### config.mk
export PLATFORM = sky130hd
export DESIGN_NAME = alu_issue_ctrl_flat
export DESIGN_NICKNAME = d
export VERILOG_FILES = /design/src/rtl/alu_issue_ctrl_pkg.sv /design/src/rtl/alu_issue_ctrl_if.sv /design/src/rtl/alu_issue_ctrl.sv /design/src/flat_wrapper.sv
export SDC_FILE = /design/constraint.sdc
export NUM_CORES = 1
export LEC_CHECK = 0
export ABC_CLOCK_PERIOD_IN_PS = 2300
export CORE_MARGIN = 2
export CORE_UTILIZATION = 45
export DETAILED_ROUTE_END_ITERATION = 7
export PLACE_DENSITY = 0.76
export SLEW_MARGIN = 10
export SYNTH_ARGS = -nofsm -noshare
export SYNTH_HDL_FRONTEND = slang
export SYNTH_SLANG_ARGS = --single-unit
### constraint.sdc
create_clock -name clk -period 2.3 [get_ports clk]
set_clock_uncertainty 0.1 [all_clocks]
set_input_delay 0.46 -clock clk [delete_from_list [all_inputs] [get_ports clk]]
set_output_delay 0.46 -clock clk [all_outputs]
set_load 0.1 [all_outputs]
### src/rtl/alu_issue_ctrl_pkg.sv
// Shared definitions for the byte-serial ALU issue controller: data widths,
// command-byte layout, ALU control encodings and FSM states.
package alu_issue_ctrl_pkg;

  localparam int unsigned DATA_W  = 8;
  localparam int unsigned CTRL_W  = 3;
  localparam int unsigned SAMT_W  = 4;
  localparam int unsigned FLAGS_W = 4;
  localparam int unsigned CNT_W   = 2;

  localparam int unsigned CMD_CTRL_LSB  = 0;
  localparam int unsigned CMD_SAMT_LSB  = 3;
  localparam int unsigned CMD_CHAIN_BIT = 7;

  typedef enum logic [CTRL_W-1:0] {
    ALU_ADD     = 3'b000,
    ALU_SUB     = 3'b001,
    ALU_AND     = 3'b010,
    ALU_OR      = 3'b011,
    ALU_SHL_ADD = 3'b100,
    ALU_SHL_SUB = 3'b101,
    ALU_SHR_ADD = 3'b110,
    ALU_SHR_SUB = 3'b111
  } alu_op_e;

  // Field order mirrors the command byte: [7] chain, [6:3] s_amt, [2:0] control.
  typedef struct packed {
    logic              chain;
    logic [SAMT_W-1:0] s_amt;
    logic [CTRL_W-1:0] control;
  } cmd_t;

  typedef struct packed {
    logic overflow;
    logic negative;
    logic zero;
    logic carry;
  } flags_t;

  typedef enum logic [2:0] {
    S_CMD  = 3'd0,
    S_A    = 3'd1,
    S_B    = 3'd2,
    S_EXEC = 3'd3,
    S_OUT  = 3'd4
  } state_e;

endpackage

### src/rtl/alu_issue_ctrl_if.sv
// Byte input stream, ALU operand/result ports and result output stream
// of the ALU issue controller.
interface alu_issue_ctrl_if;
  import alu_issue_ctrl_pkg::*;

  logic               in_valid;
  logic               in_ready;
  logic [DATA_W-1:0]  in_data;

  logic [DATA_W-1:0]  alu_a;
  logic [DATA_W-1:0]  alu_b;
  logic [CTRL_W-1:0]  alu_control;
  logic [SAMT_W-1:0]  alu_s_amt;
  logic [DATA_W-1:0]  alu_result;
  logic               alu_zero;
  logic               alu_negative;
  logic               alu_carry;
  logic               alu_overflow;

  logic               out_valid;
  logic               out_ready;
  logic [DATA_W-1:0]  out_result;
  logic [FLAGS_W-1:0] out_flags;
  logic               busy;

  modport slave (
    input  in_valid, in_data,
    input  alu_result, alu_zero, alu_negative, alu_carry, alu_overflow,
    input  out_ready,
    output in_ready,
    output alu_a, alu_b, alu_control, alu_s_amt,
    output out_valid, out_result, out_flags, busy
  );

  modport master (
    output in_valid, in_data,
    output alu_result, alu_zero, alu_negative, alu_carry, alu_overflow,
    output out_ready,
    input  in_ready,
    input  alu_a, alu_b, alu_control, alu_s_amt,
    input  out_valid, out_result, out_flags, busy
  );

endinterface

### src/rtl/alu_issue_ctrl.sv
// Sequences command/operand bytes onto registered ALU inputs, waits ISSUE_WAIT
// cycles, then captures result and flags into an output valid/ready stage.
module alu_issue_ctrl
  import alu_issue_ctrl_pkg::*;
#(
  parameter int unsigned ISSUE_WAIT = 1
) (
  input logic            clk,
  input logic            rst,
  alu_issue_ctrl_if.slave bus
);

  localparam logic [CNT_W-1:0] WAIT_LAST = CNT_W'(ISSUE_WAIT - 32'd1);

  state_e             state_q,      state_d;
  logic [CNT_W-1:0]   cnt_q,        cnt_d;
  logic [DATA_W-1:0]  alu_a_q,      alu_a_d;
  logic [DATA_W-1:0]  alu_b_q,      alu_b_d;
  logic [CTRL_W-1:0]  ctrl_q,       ctrl_d;
  logic [SAMT_W-1:0]  s_amt_q,      s_amt_d;
  logic [DATA_W-1:0]  acc_q,        acc_d;
  logic               acc_valid_q,  acc_valid_d;
  logic [DATA_W-1:0]  out_result_q, out_result_d;
  flags_t             out_flags_q,  out_flags_d;
  logic               out_valid_q,  out_valid_d;
  logic               in_ready_q,   in_ready_d;
  logic               busy_q,       busy_d;

  cmd_t cmd;
  logic in_fire;
  logic out_fire;

  assign cmd      = cmd_t'(bus.in_data);
  assign in_fire  = bus.in_valid && in_ready_q;
  assign out_fire = out_valid_q && bus.out_ready;

  // Next-state and datapath updates; handshake flags are decoded from the next state.
  always_comb begin
    state_d      = state_q;
    cnt_d        = cnt_q;
    alu_a_d      = alu_a_q;
    alu_b_d      = alu_b_q;
    ctrl_d       = ctrl_q;
    s_amt_d      = s_amt_q;
    acc_d        = acc_q;
    acc_valid_d  = acc_valid_q;
    out_result_d = out_result_q;
    out_flags_d  = out_flags_q;

    unique case (state_q)
      S_CMD: begin
        if (in_fire) begin
          ctrl_d  = cmd.control;
          s_amt_d = cmd.s_amt;
          if (cmd.chain) begin
            alu_a_d = acc_valid_q ? acc_q : '0;
            state_d = S_B;
          end else begin
            state_d = S_A;
          end
        end
      end
      S_A: begin
        if (in_fire) begin
          alu_a_d = bus.in_data;
          state_d = S_B;
        end
      end
      S_B: begin
        if (in_fire) begin
          alu_b_d = bus.in_data;
          cnt_d   = '0;
          state_d = S_EXEC;
        end
      end
      S_EXEC: begin
        cnt_d = cnt_q + CNT_W'(1);
        if (cnt_q == WAIT_LAST) begin
          out_result_d = bus.alu_result;
          out_flags_d  = {bus.alu_overflow, bus.alu_negative,
                          bus.alu_zero, bus.alu_carry};
          acc_d        = bus.alu_result;
          acc_valid_d  = 1'b1;
          state_d      = S_OUT;
        end
      end
      S_OUT: begin
        if (out_fire) begin
          state_d = S_CMD;
        end
      end
      default: begin
        state_d = S_CMD;
      end
    endcase

    in_ready_d  = (state_d == S_CMD) || (state_d == S_A) || (state_d == S_B);
    busy_d      = (state_d != S_CMD);
    out_valid_d = (state_d == S_OUT);
  end

  // State register; in_ready comes out of reset high because the FSM idles in S_CMD.
  always_ff @(posedge clk or posedge rst) begin
    if (rst) begin
      state_q      <= S_CMD;
      cnt_q        <= '0;
      alu_a_q      <= '0;
      alu_b_q      <= '0;
      ctrl_q       <= '0;
      s_amt_q      <= '0;
      acc_q        <= '0;
      acc_valid_q  <= 1'b0;
      out_result_q <= '0;
      out_flags_q  <= '0;
      out_valid_q  <= 1'b0;
      in_ready_q   <= 1'b1;
      busy_q       <= 1'b0;
    end else begin
      state_q      <= state_d;
      cnt_q        <= cnt_d;
      alu_a_q      <= alu_a_d;
      alu_b_q      <= alu_b_d;
      ctrl_q       <= ctrl_d;
      s_amt_q      <= s_amt_d;
      acc_q        <= acc_d;
      acc_valid_q  <= acc_valid_d;
      out_result_q <= out_result_d;
      out_flags_q  <= out_flags_d;
      out_valid_q  <= out_valid_d;
      in_ready_q   <= in_ready_d;
      busy_q       <= busy_d;
    end
  end

  assign bus.in_ready    = in_ready_q;
  assign bus.alu_a       = alu_a_q;
  assign bus.alu_b       = alu_b_q;
  assign bus.alu_control = ctrl_q;
  assign bus.alu_s_amt   = s_amt_q;
  assign bus.out_valid   = out_valid_q;
  assign bus.out_result  = out_result_q;
  assign bus.out_flags   = out_flags_q;
  assign bus.busy        = busy_q;

endmodule

### src/flat_wrapper.sv
// flat-port wrapper written by rule: the top's interface ports become plain ports
module alu_issue_ctrl_flat import alu_issue_ctrl_pkg::*;
#(
  parameter int unsigned ISSUE_WAIT = 1
)
  (clk, rst, bus_in_valid, bus_in_data, bus_alu_result, bus_alu_zero, bus_alu_negative, bus_alu_carry, bus_alu_overflow, bus_out_ready, bus_in_ready, bus_alu_a, bus_alu_b, bus_alu_control, bus_alu_s_amt, bus_out_valid, bus_out_result, bus_out_flags, bus_busy);
  alu_issue_ctrl_if bus_i ();
  input logic clk;
  input logic rst;
  input wire logic [$bits(bus_i.in_valid)-1:0] bus_in_valid;
  input wire logic [$bits(bus_i.in_data)-1:0] bus_in_data;
  input wire logic [$bits(bus_i.alu_result)-1:0] bus_alu_result;
  input wire logic [$bits(bus_i.alu_zero)-1:0] bus_alu_zero;
  input wire logic [$bits(bus_i.alu_negative)-1:0] bus_alu_negative;
  input wire logic [$bits(bus_i.alu_carry)-1:0] bus_alu_carry;
  input wire logic [$bits(bus_i.alu_overflow)-1:0] bus_alu_overflow;
  input wire logic [$bits(bus_i.out_ready)-1:0] bus_out_ready;
  output wire logic [$bits(bus_i.in_ready)-1:0] bus_in_ready;
  output wire logic [$bits(bus_i.alu_a)-1:0] bus_alu_a;
  output wire logic [$bits(bus_i.alu_b)-1:0] bus_alu_b;
  output wire logic [$bits(bus_i.alu_control)-1:0] bus_alu_control;
  output wire logic [$bits(bus_i.alu_s_amt)-1:0] bus_alu_s_amt;
  output wire logic [$bits(bus_i.out_valid)-1:0] bus_out_valid;
  output wire logic [$bits(bus_i.out_result)-1:0] bus_out_result;
  output wire logic [$bits(bus_i.out_flags)-1:0] bus_out_flags;
  output wire logic [$bits(bus_i.busy)-1:0] bus_busy;
  assign bus_i.in_valid = bus_in_valid;
  assign bus_i.in_data = bus_in_data;
  assign bus_i.alu_result = bus_alu_result;
  assign bus_i.alu_zero = bus_alu_zero;
  assign bus_i.alu_negative = bus_alu_negative;
  assign bus_i.alu_carry = bus_alu_carry;
  assign bus_i.alu_overflow = bus_alu_overflow;
  assign bus_i.out_ready = bus_out_ready;
  assign bus_in_ready = bus_i.in_ready;
  assign bus_alu_a = bus_i.alu_a;
  assign bus_alu_b = bus_i.alu_b;
  assign bus_alu_control = bus_i.alu_control;
  assign bus_alu_s_amt = bus_i.alu_s_amt;
  assign bus_out_valid = bus_i.out_valid;
  assign bus_out_result = bus_i.out_result;
  assign bus_out_flags = bus_i.out_flags;
  assign bus_busy = bus_i.busy;
  alu_issue_ctrl #(.ISSUE_WAIT(ISSUE_WAIT)) u_core (.clk(clk), .rst(rst), .bus(bus_i));
endmodule
==> results of run 1 <==
[cell families (layout without fill, tap and decap cells)]
family          Yosys count  count (layout)  synth area share (%)
flops                    44              44                  59.6
fa+ha+maj                 1               1                 0.677
buf+inv                  11              76                  2.84
simple gates             37              37                  12.1
compound gates           18              18                  8.33
mux                      27              27                  16.5
[worst register-to-register path, cell delays in order (launching register included)]
cell     delay, ns
dfrtp_1       0.51
nor2b_4       0.29
nor3b_4       0.48
mux2_2        0.40
[flip-flops by register name (all words and copies together) (netlist names)]
name and count:
u_core.bus.alu_control 3, u_core.cnt_q 2, u_core.bus.alu_b 8, u_core.bus.out_flags 4, u_core.bus.out_valid 1, u_core.bus.in_ready 1, u_core.state_q 3, u_core.bus.alu_s_amt 4
u_core.bus.alu_a 8, u_core.acc_q 8, u_core.bus.busy 1, u_core.acc_valid_q 1
[layout make-up]
type | count | share of cell area [%]
Multi-Input combinational cell | 83 | 27.7
Tap cell | 50 | 2.50
Clock inverter | 2 | 0.400
Sequential cell | 44 | 44.0
Inverter | 4 | 0.600
Clock buffer | 6 | 3.30
Timing Repair Buffer | 64 | 21.5
[metrics by stage]
step / util [%] / setup slack, ns / instance area (um^2) / std cells / hold slack [ns]
2_1_floorplan: - / 0.216 / 1850 / 138 / 0.408
3_3_place_gp: 60.7 / 0.145 / 2410 / 245 / 0.391
3_5_place_dp: 60.7 / 0.0605 / 2410 / 245 / 0.399
4_1_cts: 63.0 / 0.368 / 2500 / 253 / 0.417
5_1_grt: 63.0 / 0.319 / 2500 / 253 / 0.429
6_report: 63.0 / 0.364 / 2500 / 253 / 0.413
[worst min path at each step]
stage / depth (start not counted) / start / to
final: 1 / u_core.bus.alu_control[1] / u_core.bus.alu_control[1]
after global routing: 1 / u_core.bus.alu_control[1] / u_core.bus.alu_control[1]
after CTS: 1 / u_core.bus.alu_b[0] / u_core.bus.alu_b[0]
after detailed placement: 1 / u_core.bus.alu_b[0] / u_core.bus.alu_b[0]
after global placement: 1 / u_core.bus.out_flags[3] / u_core.bus.out_flags[3]
after floorplan: 2 / u_core.cnt_q[1] / u_core.cnt_q[1]
[cell usage in the layout (no fill, tap or decap)]
| cell type | instances |
|---|---|
| nand2b_1 | 1 |
| nand2_1 | 15 |
| buf_4 | 41 |
| mux2_2 | 27 |
| nor3b_4 | 1 |
| and4bb_2 | 1 |
| nand3_2 | 1 |
| and2_1 | 1 |
| a21boi_0 | 1 |
| nor2b_4 | 1 |
| ha_1 | 1 |
| a211oi_1 | 1 |
| nand3_1 | 11 |
| clkdlybuf4s50_1 | 23 |
| nor2_1 | 1 |
| nor2b_1 | 2 |
| dfrtp_1 | 43 |
| a21o_2 | 1 |
| o221a_2 | 8 |
| clkinv_1 | 1 |
| nor4_1 | 1 |
| a21oi_1 | 3 |
| o211ai_1 | 1 |
| clkbuf_8 | 6 |
| dfstp_2 | 1 |
| o21a_1 | 1 |
| nor4_4 | 1 |
| clkinv_2 | 2 |
| o21ai_0 | 2 |
| inv_1 | 3 |
[layer usage]
layer / wire length [um] / up-vias
met5: 0 / -
met4: 78 / 0
met3: 196 / 7
met2: 1950 / 40
met1: 1680 / 651
li1: - / 621
==> results.rst, run 1 <==
.. list-table::
   :header-rows: 1

   * - Metric
     - Value
   * - Overall track demand over capacity in global routing
     - 18.6%
   * - Max Cap Viol
     - 0
   * - Worst path bufs/invs
     - 1
   * - Startpoint of the most critical register-to-register path
     - u_core.state_q[1]
   * - Number of cells upsized or downsized after cts
     - 0
   * - CTS Hold Buffers Added
     - 0
   * - Part of the cycle the worst path needs
     - 84.2%
   * - First-pass GRT wire length
     - 6310 um
   * - Highest achievable clock rate
     - 517 MHz
   * - Post-synthesis to final-layout area growth
     - 35.5%
   * - Sequential cell area
     - 1100 um^2
   * - Tightest Pin Transition
     - 0.560 ns
   * - Area of the core
     - 3970 um^2
   * - Total via count in the routed design
     - 1319
   * - Async set-reset flop share out of synthesis
     - 100%
   * - Routing usage on met2
     - 30.6%
   * - Worst reg2reg path endpoint
     - u_core.bus.alu_b[1]
   * - Routed len/inst
     - 15.4 um
   * - Critical path required time
     - 2.37 ns
   * - Average via count per standard cell
     - 5.21
   * - Slowest Stage Delay on Critical Path
     - 0.50 ns
   * - Period minus WS final
     - 1.94 ns
   * - Antenna Diode Count
     - 0
   * - CTS Root Cell
     - clkbuf_8
   * - Placed wire-length estimate after detailed placement
     - 2970 um
   * - Setup violators final
     - 0
   * - Cell types occupying the most area after synthesis
     - dfrtp_1 58%, mux2_2 16%, o221a_2 4.9%
   * - Starting density of the core
     - 46.5%
   * - Classification of the worst setup path
     - in2reg
   * - Unrepaired setup endpoints after global routing
     - false
   * - IO Port Bufs
     - 61
   * - Worst min path class
     - reg2reg
   * - Clock-pin slew of the registers on the worst-case setup and hold paths
     - 0.07 ns
   * - Stages on worst setup path
     - 4
   * - TritonCTS clock tree
     - yes
   * - Count of flip-flops with a built-in enable after synthesis
     - 0
   * - Max-slew headroom at the worst pin
     - 62.7%
   * - Gr busiest metal
     - met2
   * - Critical Path End
     - u_core.bus.alu_b[1]
   * - Length of the first detailed-routing pass in iterations
     - 4
   * - Count of unresolved DRC violations after routing
     - 0
   * - RD Place Congestion
     - 0.759
   * - Minimum setup slack among reg-to-reg paths
     - 0.41 ns
   * - Die area
     - 4640 um^2
   * - Number of nets with antenna violations after detailed routing
     - 0
   * - Top cell types by occurrence after synthesis
     - 43 x dfrtp_1, 27 x mux2_2, 15 x nand2_1
   * - Mean cell area of the mapped netlist
     - 13.4 um^2
   * - Number of fillers in the final layout
     - 323
   * - CTS H-Tree Depth
     - 2
   * - Overflow left after global routing
     - 0
   * - Outcome
     - complete, no violations
   * - GR met1 Demand/Resource
     - 23.8%
   * - Library cells used by synthesis
     - 29
   * - Cell count after synthesis
     - 138
   * - Count of pins on the block boundary
     - 62
   * - Maximum net fanout on the critical path
     - 8
   * - Count of final hold-check violations
     - 0
   * - Library cell occupying the most area in the post-synthesis netlist
     - dfrtp_1
   * - Post-synthesis instance area
     - 1850 um^2
   * - Critical path, cell by cell
     - clkdlybuf4s50_1 -> nand2_1 -> nor3b_4 -> mux2_2
   * - CTS Buf Count
     - 5
   * - Post-Synthesis Net Count
     - 163
   * - Later-pin clock latency in the skew report
     - 0.29 ns
   * - Final number of max-transition violations
     - 0
   * - Chip width
     - 68.1 um
   * - Share of synthesized area occupied by flip-flops and latches
     - 59.6%
   * - Buffer count from post-CTS setup fixing
     - 0
   * - Number of DRC markers after the initial detailed-route iteration
     - 70
   * - Most common cell in the synthesized netlist
     - dfrtp_1
   * - Worst endpoint data arrival time
     - 2.01 ns
   * - Die Span Y
     - 68.1 um
   * - Crit. Startpoint
     - bus_in_valid
   * - Number of buffers on the longest clock path
     - 2
   * - Ratio of cells with drive above 1 in the final layout
     - 44.8%
   * - Total negative slack for setup checks
     - 0 ns
   * - Initial antenna violation count
     - 0
   * - Kind of cell adding the most delay to the critical path
     - simple AND/OR/NAND/NOR gates
   * - Proportion of netlist area held by the largest area contributor
     - 58.2%
   * - Total Wirelength
     - 3900 um
   * - Ys flop type
     - dfrtp_1
   * - Number of storage elements in the synthesis netlist
     - 44
   * - Count of standard-cell rows
     - 23
   * - Register-to-Register Path Depth
     - 3
   * - Kind of end point of the critical path
     - register
   * - Worst-path cell with the longest stage delay
     - clkdlybuf4s50_1
   * - Largest net degree at the start of global routing
     - 45
   * - Area used by multi-input combinational logic
     - 693 um^2
   * - Worst Setup Start Kind
     - primary input
   * - Via count of the first global-routing pass
     - 1339
   * - Sinks on Clock Net
     - 44
   * - Number of nets in the final layout
     - 227
   * - Yosys Warn Count
     - 0
   * - GRT met3 Usage
     - 4.11%
Power of run 1 is left out: the tool's default activity adds up to more than one toggle a clock period on the data nets, which glitch-free logic cannot reach.
==> run 2: changes to the inputs <==
--- a/config.mk
+++ b/config.mk
@@ -5,11 +5,11 @@
 export SDC_FILE = /design/constraint.sdc
 export NUM_CORES = 1
 export LEC_CHECK = 0
-export ABC_CLOCK_PERIOD_IN_PS = 2300
+export ABC_CLOCK_PERIOD_IN_PS = 1690
 export CORE_MARGIN = 2
-export CORE_UTILIZATION = 45
+export CORE_UTILIZATION = 41
 export DETAILED_ROUTE_END_ITERATION = 7
-export PLACE_DENSITY = 0.76
+export PLACE_DENSITY = 0.73
 export SLEW_MARGIN = 10
 export SYNTH_ARGS = -nofsm -noshare
 export SYNTH_HDL_FRONTEND = slang
==> constraint.sdc (replaced) <==
create_clock -name clk -period 1.69 [get_ports clk]
set_clock_uncertainty 0.1 [all_clocks]
set_input_delay 0.338 -clock clk [delete_from_list [all_inputs] [get_ports clk]]
set_output_delay 0.338 -clock clk [all_outputs]
set_load 0.1 [all_outputs]
==> run 2 against run 1 <==
Compared with the run above: critical path depth is the same; hold slack lost 0.16 ns; worst setup slack lost 0.35 ns; sequential share of layout area shrank 8.7 points; final cell count grew 5.1%; clock-buffer cell count is the same; register-to-register slack lost 0.39 ns; non-clock buffer count grew 11; first-iteration DRC count grew 2.9%; global-route usage grew 0.36 points; via count grew 4.5%; cell area grew 25%.
==> results.rst, run 2 (synthesis gave the netlist of run 1 again) <==
.. list-table::
   :header-rows: 1

   * - Metric
     - Value
   * - Worst reg2reg path endpoint
     - u_core.bus.alu_b[2]
   * - CTS H-Tree Depth
     - 2
   * - Via count of the first global-routing pass
     - 1478
   * - Later-pin clock latency in the skew report
     - 0.29 ns
   * - Unrepaired setup endpoints after global routing
     - true
   * - Placed wire-length estimate after detailed placement
     - 3540 um
   * - Worst Setup Start Kind
     - register
   * - Crit. Startpoint
     - u_core.bus.in_ready
   * - Worst-path cell with the longest stage delay
     - dfstp_4
   * - Number of nets with antenna violations after detailed routing
     - 0
   * - Average via count per standard cell
     - 5.18
   * - Largest net degree at the start of global routing
     - 18
   * - Part of the cycle the worst path needs
     - 99.0%
   * - Number of fillers in the final layout
     - 290
   * - Count of unresolved DRC violations after routing
     - 0
   * - Maximum net fanout on the critical path
     - 7
   * - Critical path, cell by cell
     - nand2_4 -> nor3b_4 -> buf_6 -> mux2_2
   * - Routed len/inst
     - 16.6 um
   * - Starting density of the core
     - 42.4%
   * - Initial antenna violation count
     - 0
   * - TritonCTS clock tree
     - yes
   * - Met3 wire length
     - 214 um
   * - Antenna Diode Count
     - 0
   * - Length of the first detailed-routing pass in iterations
     - 4
   * - Number of buffers on the longest clock path
     - 2
   * - Number of nets in the final layout
     - 238
   * - Classification of the worst setup path
     - reg2reg
   * - Count of standard-cell rows
     - 24
   * - Count of final hold-check violations
     - 0
   * - Chip width
     - 71.1 um
   * - Final number of max-transition violations
     - 0
   * - DR WL met2
     - 2400 um
   * - CTS Buf Count
     - 5
   * - Worst hold slack after final layout
     - 0.255 ns
   * - Period minus WS final
     - 1.67 ns
   * - Highest routed metal layer
     - met4
   * - Register-to-Register Path Depth
     - 4
   * - RD Place Congestion
     - 0.775
   * - Slowest Stage Delay on Critical Path
     - 0.65 ns
   * - First-pass GRT wire length
     - 7360 um
   * - Area of the core
     - 4350 um^2
   * - Setup violators final
     - 0
   * - Ratio of cells with drive above 1 in the final layout
     - 48.1%
   * - Post-Route M1 WL
     - 1720 um
   * - Worst endpoint data arrival time
     - 1.75 ns
   * - Highest achievable clock rate
     - 598 MHz
   * - Minimum setup slack among reg-to-reg paths
     - 0.02 ns
   * - Kind of end point of the critical path
     - register
   * - CTS Hold Buffers Added
     - 0
   * - Die Span Y
     - 71.1 um
   * - Tightest Pin Transition
     - 0.599 ns
   * - Overall track demand over capacity in global routing
     - 19.0%
   * - Total Wirelength
     - 4430 um
   * - Critical path required time
     - 1.77 ns
   * - Sinks on Clock Net
     - 44
   * - Clock-pin slew of the registers on the worst-case setup and hold paths
     - 0.08 ns
   * - Most common library cell in the layout ignoring fill and taps
     - dfrtp_1
   * - Max Cap Viol
     - 0
   * - Die area
     - 5060 um^2
   * - Most frequent cells in the layout
     - 43 x dfrtp_1, 40 x buf_12, 27 x mux2_2
   * - Overflow left after global routing
     - 0
   * - IO Port Bufs
     - 61
   * - Count of pins on the block boundary
     - 62
   * - Total via count in the routed design
     - 1378
   * - Number of DRC markers after the initial detailed-route iteration
     - 72
   * - Startpoint of the most critical register-to-register path
     - u_core.bus.in_ready
   * - CTS Root Cell
     - clkbuf_8
   * - Worst min path class
     - in2async
   * - Outcome
     - complete, no violations
   * - Max-slew headroom at the worst pin
     - 59.9%
   * - Post-synthesis to final-layout area growth
     - 69.6%
## run 2: critical path, delay by kind of cell, from the launching register on
family | cells | cell delay [ns]
buf+inv | 1 | 0.17
flops | 1 | 0.65
mux | 1 | 0.34
simple gates | 2 | 0.30
## run 2: worst max path at each step
stage,cells past startpoint,end
after floorplan,3,u_core.bus.alu_b[0]
after detailed placement,4,u_core.bus.alu_a[4]
after global routing,4,u_core.bus.alu_b[3]
after global placement,4,u_core.bus.alu_a[5]
after CTS,4,u_core.bus.out_flags[2]
final,4,u_core.bus.alu_b[2]
## run 2: repair_timing
| item | 4_1_cts | 5_1_grt |
|---|---|---|
| endpoints found under the setup margin | 15 | 26 |
| gates resized for setup | 2 | 2 |
| setup buffers | 1 | 0 |
| pin swaps | 0 | 1 |
## run 2: stage by stage
step | std cells | setup slack (ns) | setup TNS, ns | instance area, um^2 | utilization, %
final | 266 | 0.0165 | 0 | 3130 | 72.0
after global routing | 266 | -0.0186 | -0.0765 | 3130 | 72.0
after CTS | 266 | 0.00616 | 0 | 3120 | 71.7
after detailed placement | 257 | -0.391 | -6.52 | 3000 | 68.9
after global placement | 257 | -0.332 | -5.58 | 3000 | 68.9
after floorplan | 138 | -0.129 | -1.92 | 1860 | -
## run 2: cell type report
cell class                      instances  area, um^2  share of cell area [%]
Multi-Input combinational cell         83         716                    22.8
Inverter                                4        15.0                   0.479
Clock inverter                          2        35.0                    1.12
Tap cell                               52        65.1                    2.08
Sequential cell                        44        1110                    35.3
Timing Repair Buffer                   75        1120                    35.9
Clock buffer                            6        72.6                    2.32
## run 2: per-layer routing
layer | vias to the layer above | global-route usage [%]
met5 | - | 0
met4 | 0 | 5.24
met3 | 8 | 5.98
met2 | 40 | 34.2
li1 | 646 | -
met1 | 684 | 21.7
Power of run 2 is left out for the same reason.
==> run 3: changes to the inputs <==
--- a/config.mk
+++ b/config.mk
@@ -7,9 +7,9 @@
 export LEC_CHECK = 0
 export ABC_CLOCK_PERIOD_IN_PS = 1690
 export CORE_MARGIN = 2
-export CORE_UTILIZATION = 41
+export CORE_UTILIZATION = 40
 export DETAILED_ROUTE_END_ITERATION = 7
-export PLACE_DENSITY = 0.73
+export PLACE_DENSITY = 0.71
 export SLEW_MARGIN = 10
 export SYNTH_ARGS = -nofsm -noshare
 export SYNTH_HDL_FRONTEND = slang
==> run 3 against run 2 <==
Compared with the run above: cell area fell by 1.6%; hold slack improved by 0.016 ns; register-to-register slack barely moved; critical endpoint is now bus_in_ready; largest cell class unchanged; critical path type is now reg2out.
==> results.rst, run 3 (synthesis gave the netlist of run 1 again) <==
.. list-table::
   :header-rows: 1

   * - Metric
     - Value
   * - Outcome
     - complete, no violations
   * - Clock-pin slew of the registers on the worst-case setup and hold paths
     - 0.08 ns
   * - Period minus WS final
     - 1.66 ns
   * - Critical path required time
     - 1.25 ns
   * - Average via count per standard cell
     - 5.09
   * - Later-pin clock latency in the skew report
     - 0.29 ns
   * - TritonCTS clock tree
     - yes
   * - Total Wirelength
     - 4210 um
   * - Antenna Diode Count
     - 0
   * - Maximum net fanout on the critical path
     - 3
   * - Classification of the worst setup path
     - reg2out
   * - RD Place Congestion
     - 0.801
   * - Highest achievable clock rate
     - 603 MHz
   * - Worst hold slack after final layout
     - 0.271 ns
   * - Max Cap Viol
     - 0
   * - Worst endpoint data arrival time
     - 1.22 ns
   * - Area of the core
     - 4410 um^2
   * - Unrepaired setup endpoints after global routing
     - true
   * - Post-synthesis to final-layout area growth
     - 67.0%
   * - Slowest Stage Delay on Critical Path
     - 0.64 ns
   * - Critical path, cell by cell
     - buf_4 -> buf_12
   * - Total negative slack for setup checks
     - 0 ns
   * - Number of fillers in the final layout
     - 307
   * - Number of buffers on the longest clock path
     - 2
   * - Count of standard-cell rows
     - 24
   * - Ratio of cells with drive above 1 in the final layout
     - 47.9%
   * - Tightest Pin Transition
     - 0.423 ns
   * - Part of the cycle the worst path needs
     - 98.2%
   * - Worst min path class
     - in2async
   * - Max-slew headroom at the worst pin
     - 71.8%
   * - Count of unresolved DRC violations after routing
     - 0
   * - Most common library cell in the layout ignoring fill and taps
     - dfrtp_1
   * - Minimum setup slack among reg-to-reg paths
     - 0.03 ns
   * - Total via count in the routed design
     - 1338
   * - Placed wire-length estimate after detailed placement
     - 3320 um
   * - CTS Root Cell
     - clkbuf_8
   * - Worst-path cell with the longest stage delay
     - dfstp_4
   * - Sequential cell area
     - 1110 um^2
   * - Most frequent cells in the layout
     - 42 x dfrtp_1, 40 x buf_12, 27 x mux2_2
   * - Kind of end point of the critical path
     - output port
   * - Via count of the first global-routing pass
     - 1441
   * - Worst path setup slack after routing
     - 0.0305 ns
   * - Routed len/inst
     - 16.0 um
   * - CTS H-Tree Depth
     - 2
   * - Area used by multi-input combinational logic
     - 711 um^2
   * - Number of DRC markers after the initial detailed-route iteration
     - 66
   * - Final number of max-transition violations
     - 0
   * - Number of nets with antenna violations after detailed routing
     - 0
   * - Starting density of the core
     - 41.9%
   * - Count of final hold-check violations
     - 0
   * - Overflow left after global routing
     - 0
   * - Initial antenna violation count
     - 0
   * - Count of pins on the block boundary
     - 62
   * - Pre-CTS worst setup slack
     - -0.412 ns
   * - Number of nets in the final layout
     - 236
   * - First-pass GRT wire length
     - 7160 um
   * - Setup violators final
     - 0
   * - Die area
     - 5180 um^2
   * - Worst Setup Start Kind
     - register
   * - CTS Buf Count
     - 5
   * - Length of the first detailed-routing pass in iterations
     - 4
   * - Die Span Y
     - 72.0 um
   * - IO Port Bufs
     - 61
   * - Sinks on Clock Net
     - 44
   * - Overall track demand over capacity in global routing
     - 18.4%
   * - Largest net degree at the start of global routing
     - 30
   * - Chip width
     - 72.0 um
run 3: layer usage:
| metal | track usage, % | routed length, um | vias up |
|---|---|---|---|
| met1 | 24.1 | 1780 | 651 |
| met5 | 0 | 0 | - |
| met3 | 5.14 | 160 | 9 |
| met4 | 7.13 | 97 | 0 |
| met2 | 29.4 | 2160 | 40 |
| li1 | - | - | 638 |
run 3: layout make-up:
type	count	area share, %
multi-input cells	83	23.0
flip-flops and latches	44	35.9
repair buffers	73	36.0
clock inverters	1	0.162
well taps	52	2.11
inverters	4	0.487
clock buffers	6	2.35
run 3: path summary, 6_finish.rpt:
kind / to / startpoint / depth (start not counted)
max: bus_in_ready / u_core.bus.in_ready / 2
min: u_core.state_q[0] / rst / 3
max reg2reg: u_core.bus.alu_a[1] / u_core.bus.in_ready / 3
min reg2reg: u_core.cnt_q[1] / u_core.cnt_q[1] / 2
max in group asynchronous: u_core.bus.in_ready / rst / 3
min in group clk: u_core.cnt_q[1] / u_core.cnt_q[1] / 2
run 3: stage by stage:
stage          cells  cell area (um^2)  util, %
3_5_place_dp     254              2980     67.5
4_1_cts          261              3060     69.3
3_3_place_gp     254              2980     67.5
6_report         263              3090     69.9
2_1_floorplan    138              1860        -
5_1_grt          263              3090     69.9
run 3: timing repair:
item                       in CTS  in global routing
setup endpoints to repair       8                 29
hold buffers                    0                  0
setup buffers                   0                  2
resized for setup               1                  3
run 3: critical path, delay by kind of cell (launching register included):
kind                   cells  cell delay (ns)
DFF                        1             0.64
buffers and inverters      2             0.29
Power of run 3 is left out for the same reason.
